### src/rtl/shift_pkg.sv
// Shared encodings for the universal shift register:
// manual mode codes and the auto-serialize FSM states.
package shift_pkg;

    localparam logic [1:0] MODE_HOLD = 2'b00;
    localparam logic [1:0] MODE_SHL  = 2'b01;
    localparam logic [1:0] MODE_SHR  = 2'b10;
    localparam logic [1:0] MODE_LOAD = 2'b11;

    typedef enum logic {
        ST_IDLE  = 1'b0,
        ST_SHIFT = 1'b1
    } state_t;

endpackage

### src/rtl/shift_bit_counter.sv
// Down-counter tracking remaining auto-shifts of a frame;
// flags the final bit and saturates at zero.
module shift_bit_counter
    import shift_pkg::*;
#(
    parameter int CW = 4
) (
    input  logic          clk,
    input  logic          rst_n,
    input  logic          i_load,
    input  logic [CW-1:0] i_load_val,
    input  logic          i_dec,
    output logic          o_last
);

    logic [CW-1:0] r_cnt;

    always_ff @(posedge clk) begin
        if (!rst_n) begin
            r_cnt <= '0;
        end else if (i_load) begin
            r_cnt <= i_load_val;
        end else if (i_dec && (r_cnt != '0)) begin
            r_cnt <= r_cnt - 1'b1;
        end
    end

    assign o_last = (r_cnt == CW'(1));

endmodule

### src/rtl/univ_shift_reg.sv
// Universal shift register with manual hold/shift/load modes
// and a start-triggered auto-serialize of a parallel word.
module univ_shift_reg
    import shift_pkg::*;
#(
    parameter int WIDTH     = 8,
    parameter bit MSB_FIRST = 1'b1
) (
    input  logic             clk,
    input  logic             rst_n,
    input  logic [1:0]       mode,
    input  logic [WIDTH-1:0] d,
    input  logic             sin,
    input  logic             start,
    output logic [WIDTH-1:0] q,
    output logic             sout,
    output logic             busy,
    output logic             done
);

    localparam int CW = $clog2(WIDTH + 1);

    state_t           r_state;
    logic [WIDTH-1:0] r_q;
    logic             r_done;

    logic [WIDTH-1:0] w_shl;
    logic [WIDTH-1:0] w_shr;
    logic [WIDTH-1:0] w_auto;
    logic             w_load;
    logic             w_dec;
    logic             w_last;

    assign w_shl  = {r_q[WIDTH-2:0], sin};
    assign w_shr  = {sin, r_q[WIDTH-1:1]};
    assign w_auto = MSB_FIRST ? w_shl : w_shr;
    assign w_load = (r_state == ST_IDLE) && start;
    assign w_dec  = (r_state == ST_SHIFT);

    shift_bit_counter #(
        .CW(CW)
    ) u_cnt (
        .clk        (clk),
        .rst_n      (rst_n),
        .i_load     (w_load),
        .i_load_val (CW'(WIDTH)),
        .i_dec      (w_dec),
        .o_last     (w_last)
    );

    // start outranks mode; mode/start are ignored mid-frame
    always_ff @(posedge clk) begin
        if (!rst_n) begin
            r_q     <= '0;
            r_state <= ST_IDLE;
            r_done  <= 1'b0;
        end else begin
            r_done <= 1'b0;
            unique case (r_state)
                ST_IDLE: begin
                    if (start) begin
                        r_q     <= d;
                        r_state <= ST_SHIFT;
                    end else begin
                        case (mode)
                            MODE_SHL:  r_q <= w_shl;
                            MODE_SHR:  r_q <= w_shr;
                            MODE_LOAD: r_q <= d;
                            default:   r_q <= r_q;
                        endcase
                    end
                end
                ST_SHIFT: begin
                    r_q <= w_auto;
                    if (w_last) begin
                        r_state <= ST_IDLE;
                        r_done  <= 1'b1;
                    end
                end
            endcase
        end
    end

    assign q    = r_q;
    assign sout = MSB_FIRST ? r_q[WIDTH-1] : r_q[0];
    assign busy = (r_state == ST_SHIFT);
    assign done = r_done;

endmodule

### config.mk
export PLATFORM = sky130hd
export DESIGN_NAME = univ_shift_reg
export DESIGN_NICKNAME = d
export VERILOG_FILES = /design/src/rtl/shift_pkg.sv /design/src/rtl/shift_bit_counter.sv /design/src/rtl/univ_shift_reg.sv
export SDC_FILE = /design/constraint.sdc
export NUM_CORES = 1
export LEC_CHECK = 0
export ABC_AREA = 0
export CAP_MARGIN = 20
export CELL_PAD_IN_SITES_DETAIL_PLACEMENT = 1
export CELL_PAD_IN_SITES_GLOBAL_PLACEMENT = 2
export CORE_MARGIN = 2
export CORE_UTILIZATION = 26
export CTS_CLUSTER_DIAMETER = 50
export DETAILED_ROUTE_END_ITERATION = 10
export PLACE_DENSITY = 0.8
export SYNTH_ARGS = -nofsm -noshare
export SYNTH_HDL_FRONTEND = slang
export SYNTH_SLANG_ARGS = --single-unit
### constraint.sdc
create_clock -name clk -period 1.6 [get_ports clk]
set_clock_uncertainty 0.05 [all_clocks]
set_input_delay 0.16 -clock clk [delete_from_list [all_inputs] [get_ports clk]]
set_output_delay 0.16 -clock clk [all_outputs]
set_load 0.01 [all_outputs]
==> results.cfg, run 1 <==
[die]
initial_core_util_pct = 27.0
rows = 21
io_pins = 25
core_um2 = 3340
die_x_um = 62.9
design.die.area_um2 = 3950
chipHeight_um = 62.9

[sta]
maxSlewViolCount = 0
finalHoldViolCount = 0
tightest_slew_ps = 558
finalCriticalPeriod_ps = 1500
slew_headroom_pct = 62.7
post-route-period-util_pct = 94.0
max_freq_mhz = 665
holdWs_ps = 492
rsz0062_at_grt = false
setup_viol = 0
setup_ws_ps = 95.7
fin_setup_tns_ps = 0

[yosys]
ys_seq_area_share_pct = 31.1
synthSimpleGateAreaFrac_pct = 18.1
synth_top_area_share_pct = 31.1
synthesis.nets = 132
synthAdderAreaFrac_pct = 6.94
synth_cells = 113
synthArstFlopShare_pct = 0
synth-xor-area-share_pct = 0
syn_area_um2 = 901
avgSynthCellArea_um2 = 7.97
synthMuxAreaShare_pct = 1.25
synth_top_family_by_area = compound AO/OA/AOI/OAI gates
synth_edf_count = 0
yosysMostFrequentCell = a31oi_1
synth_cell_type_count = 32
synthFlopType = dfxtp_1
synth_common_cells = a31oi_1 (17), a21oi_1 (16), dfxtp_1 (14), o21ai_0 (9), o21ai_1 (8)
synth_compound_area_share_pct = 35.4
synth_warnings = 0
yosysTopAreaCell = dfxtp_1
synth-seq-cells = 14
ys_top_cells_by_area = dfxtp_1 (31%), a31oi_1 (12%), a21oi_1 (8.9%)

[cells_and_area]
diodes = 0
syn2layout_area_growth_pct = 50.8
final_nets = 166
drive_above_1_share_pct = 21.2
fillCellCount = 410

[setup_path]
crit_family = simple AND/OR/NAND/NOR gates
worst_path_max_delay_cell = or3b_2
arrival_ps = 1680
crit_chain = inv_1, ha_1, or3b_2, a21o_1, a21oi_1
crit_path_end_kind = flip-flop
worstPathMaxFanout = 4
required_ps = 1770
cp.buffers_inverters = 1
critPathKind = reg -> reg
worstSetupStartpointType = flip-flop
slowest_delay_ps = 490

[drt]
drcViolationCount = 0
detail_route.wl_per_cell_um = 15.8
firstDrtPassIters = 4
routed_wl_um = 3020
initialDrtViolationCount = 19
vias = 1016
postRouteAntennaNets = 0
viasPerCell = 5.29

[place]
dpl_worst_slack_ps = -469
port_buffers = 24
hpwl_um = 2220
gp_congestion = 0.808

[global_routing]
met2_usage_pct = 25.4
busiest_layer = met2
use_met1_pct = 20.5
grt_use_total_pct = 15.8
grtUsageMet3_pct = 3.24
overflow = 0
antenna_found_initial = 0
grt_pass1_wl_um = 5010
grt_pass1_vias = 1098
grt_max_degree = 16

[hold_path]
hp-class = in -> reg

[clocking]
clockBufferDepth = 2
cts.clk_slew.worst_paths_ps = 90
cts_setup_buffers = 0
h-tree-depth = 1
cts_tree = built
clock_sinks = 14
cts_buffers = 3
cts_root_buf = clkbuf_4
clock_latency_ps = 280

[power_and_ir_drop]
share_comb_of_total_power_pct = 31.7
vdd_ir_drop_max_mv = 0.315
power_frac_seq_pct = 41.6
leakage_nw = 0.489
powerDensity_nw_per_um2 = 726
power_frac_clock_pct = 26.6
p_sw_mw = 0.305
switching_share_pct = 30.9
p_int_mw = 0.682

[run_status]
outcome = finished clean

[flow_run]
cap_violations = 0
## power groups by stage
| stage | Sequential (mW) | Combinational, mW | Clock [mW] |
|---|---|---|---|
| 6_report | 0.411 | 0.313 | 0.263 |
| 3_3_place_gp | 0.415 | 0.294 | 0 |
| 2_1_floorplan | 0.415 | 0.140 | 0 |
| 5_1_grt | 0.418 | 0.343 | 0.283 |
| 4_1_cts | 0.410 | 0.306 | 0.271 |
| 3_5_place_dp | 0.416 | 0.301 | 0 |
## placed cells by master (no fill, tap or decap), types with 3 or more instances in the layout
master	n
a21oi_1	16
clkdlybuf4s50_1	21
o21ai_0	9
o21ai_1	3
nor2_1	3
o21ai_2	5
inv_1	4
ha_1	3
or3_1	7
a31oi_1	17
buf_4	12
clkbuf_4	3
dfxtp_1	13
## what timing repair did
item | in CTS | in global routing
endpoints found under the setup margin | 9 | 8
gates resized for setup | 9 | 6
hold buffers | 0 | 0
pin swaps | 0 | 1
cloned | 0 | 0
## per-layer routing
layer	vias up	share of wire, %
li1	492	-
met1	503	48
met2	17	48
met3	4	3.2
met4	0	1.1
met5	-	0
## metrics by stage
stage / utilization (%) / instances / power (mW) / area, um2
after floorplan: - / 113 / 0.555 / 901
after global placement: 38.2 / 188 / 0.709 / 1270
after detailed placement: 38.2 / 188 / 0.717 / 1270
after CTS: 39.8 / 192 / 0.987 / 1330
after global routing: 40.7 / 192 / 1.04 / 1360
final: 40.7 / 192 / 0.987 / 1360
## flip-flops by register name (all words and copies together), names as in the netlist
name,cells
busy,1
done,1
u_cnt.r_cnt,4
q,8
## cell type report
class / count / area, um2 / area share [%]
clock buffers: 4 / 36.3 / 2.67
inverters: 4 / 15.0 / 1.10
multi-input cells: 85 / 593 / 43.6
flip-flops and latches: 14 / 284 / 20.9
well taps: 46 / 57.6 / 4.24
repair buffers: 39 / 373 / 27.4
## tightest hold or removal path, stage by stage
cell and delay (ps):
clkdlybuf4s50_1 440, o21ai_0 90, a31oi_1 90
## path summary, 6_finish.rpt
kind                   from             end  slack [ps]  cells after the start
max          u_cnt.r_cnt[0]  u_cnt.r_cnt[0]         100                      5
min                     sin            q[0]         490                      3
max reg2reg  u_cnt.r_cnt[0]  u_cnt.r_cnt[0]         100                      5
min reg2reg            q[3]            q[4]         500                      2
## logic make-up after synthesis
kind of cell,Yosys count
compound gates,56
fa+ha+maj,5
buf+inv,14
flops,14
mux,1
simple gates,23
Note: power is estimated with default switching activity, not from simulation.
==> inputs of run 2 (changes only) <==
Settings changed: CORE_UTILIZATION 26 to 29, PLACE_DENSITY 0.8 to 0.82, SKIP_LAST_GASP set to 1, SYNTH_HIERARCHICAL set to 1.
==> run 2 against run 1 <==
Net effect: global-route usage increased by 2.1 points; sequential cell count unchanged; synthesized cell count rose by 12%; worst hold slack better by 1.4 ps; via count grew 11%; non-clock buffer count grew 6; die area grew 6.5%; fmax shrank 3.6%; clock power increased by 35%; sequential share of layout area shrank 3.2 points; cell area grew 17%; register-to-register slack got worse by 60 ps; critical path type unchanged; largest cell class unchanged; highest routed layer unchanged.
==> results.cfg, run 2 <==
[place]
dpl-instance-area_um2 = 1470
hpwl_um = 2450
gp_congestion = 0.806
placed_cells = 212
port_buffers = 24

[setup_path]
crit_end = u_cnt/r_cnt[0]
crit_path_start = u_cnt/r_cnt[0]
r2r-start = u_cnt/r_cnt[0]
crit_chain = inv_2, ha_2, or3b_4, a2111o_1, nand3_1
worstSetupStartpointType = flip-flop
slowest_delay_ps = 420
required_ps = 1740
arrival_ps = 1700
worst_path_max_delay_cell = a2111o_1
crit_path_end_kind = flip-flop
worstPathMaxFanout = 5
r2r_slack_ps = 40
rr_worst_depth = 5
r2r-end = u_cnt/r_cnt[0]
critPathKind = reg -> reg

[die]
core_um2 = 3610
design.die.area_um2 = 4210
initial_core_util_pct = 29.8
die_x_um = 64.9
rows = 22
chipHeight_um = 64.9
io_pins = 25

[cells_and_area]
final_nets = 188
largest_reg_flops = 8
instances_no_fill = 216
syn2layout_area_growth_pct = 47.6
drive_above_1_share_pct = 26.8
diodes = 0
most-common-layout-cells = clkdlybuf4s50_1 (22), buf_4 (21), dfxtp_1 (13)
postLayoutCellArea_um2 = 1590
finish.utilization_pct = 44.0
layout_commonest_cell = clkdlybuf4s50_1

[power_and_ir_drop]
p_int_mw = 0.860
share_comb_of_total_power_pct = 37.0
switching_share_pct = 31.4
power_frac_seq_pct = 34.8
leakage_nw = 0.683
p_sw_mw = 0.394
powerDensity_nw_per_um2 = 791
vdd_ir_drop_max_mv = 0.264
power_frac_clock_pct = 28.3

[yosys]
synth-seq-cells = 14
synth_cell_type_count = 40
yosysMostFrequentCell = dfxtp_1
syn_area_um2 = 1070
avgSynthCellArea_um2 = 8.53
ys_top_cells_by_area = dfxtp_1 (26%), ha_1 (5.8%), o211a_1 (5.6%)
yosysTopAreaCell = dfxtp_1
synth_warnings = 6
ys_seq_area_share_pct = 26.1
synth_edf_count = 0
synth_common_cells = dfxtp_1 (14), o21ai_0 (8)
synth_cells = 126
synthArstFlopShare_pct = 0
synth_top_area_share_pct = 26.1
synthFlopType = dfxtp_1

[clocking]
cts_buffers = 3
cts_tree = built
h-tree-depth = 1
clock_latency_ps = 240
clock_sinks = 14
cts_root_buf = clkbuf_8
clockBufferDepth = 2
cts_setup_buffers = 0
cts.clk_slew.worst_paths_ps = 60

[drt]
initialDrtViolationCount = 36
drcViolationCount = 0
postRouteAntennaNets = 0
vias = 1132
routed_wl_um = 3400
viasPerCell = 5.24
detail_route.wl_per_cell_um = 15.7
firstDrtPassIters = 4

[sta]
finalHoldViolCount = 0
maxSlewViolCount = 0
setup_viol = 0
post-route-period-util_pct = 97.6
max_freq_mhz = 640
rsz0062_at_grt = false
holdWs_ps = 493
finalCriticalPeriod_ps = 1560

[global_routing]
grt_max_degree = 16
antenna_found_initial = 0
grt_pass1_wl_um = 5870
grt_pass1_vias = 1263
grt_use_total_pct = 17.9
overflow = 0

[hold_path]
hp-class = in -> reg
min-delay-start = rst_n

[run_status]
outcome = finished clean

[flow_run]
cap_violations = 0
-- run 2: stage by stage --
step / power [mW] / setup WS, ps / TNS [ps]
finish: 1.25 / 38.7 / 0
global route: 1.33 / 5.15 / 0
CTS: 1.25 / 0.271 / 0
detailed placement: 0.870 / -403 / -2900
global placement: 0.855 / -392 / -2710
floorplan: 0.674 / 22.1 / 0
-- run 2: kinds of logic (layout without fill, tap and decap cells) --
family / Yosys count / in the layout / share of synthesized area [%]
adders and majority gates: 5 / 5 / 5.82
other: 2 / 4 / 0.699
and+or+nand+nor: 43 / 43 / 26.4
buffers and inverters: 16 / 56 / 9.31
DFF: 14 / 14 / 26.1
AOI/OAI and AO/OA: 46 / 46 / 31.7
-- run 2: layer usage --
metal	global-route usage [%]	wire, um	vias to the layer above
li1	-	-	552
met1	22.6	1590	554
met2	29.8	1670	24
met3	3.13	108	2
met4	7.45	29	0
met5	0	0	-
-- run 2: how the worst min path moves through the flow --
stage | end | depth (start not counted)
2_1_floorplan | u_cnt/r_cnt[3] | 2
3_3_place_gp | u_cnt/r_cnt[2] | 2
3_5_place_dp | u_cnt/r_cnt[2] | 2
4_1_cts | u_cnt/r_cnt[2] | 3
5_1_grt | u_cnt/r_cnt[2] | 3
6_report | u_cnt/r_cnt[2] | 3
-- run 2: cell type report --
cell class	instances	area, um2
clock buffer	4	55.1
fill	433	2020
inverter	7	26.3
multi-input combinational	98	764
sequential	14	282
tap	48	60.1
timing repair buffer	45	399
-- run 2: worst max-delay path: cells and delay by family, from the launching register on --
family | cells | cell delay (ps)
AND/OR/NAND/NOR | 2 | 480
AO/OA/AOI/OAI | 1 | 420
flip-flops | 1 | 320
adder cells (fa/ha/maj) | 1 | 170
buffers and inverters | 1 | 60
-- run 2: timing repair --
action                                  in CTS  in global routing
pin swaps                                    1                  1
gates resized for setup                      9                  9
hold buffers                                 0                  0
endpoints found under the setup margin      10                 10
-- run 2: power by group through the flow --
| stage | clock (mW) | sequential [mW] | combinational (mW) |
|---|---|---|---|
| after floorplan | 0 | 0.442 | 0.232 |
| final | 0.355 | 0.436 | 0.464 |
| after CTS | 0.371 | 0.435 | 0.449 |
| after detailed placement | 0 | 0.441 | 0.429 |
| after global placement | 0 | 0.438 | 0.417 |
| after global routing | 0.381 | 0.444 | 0.509 |
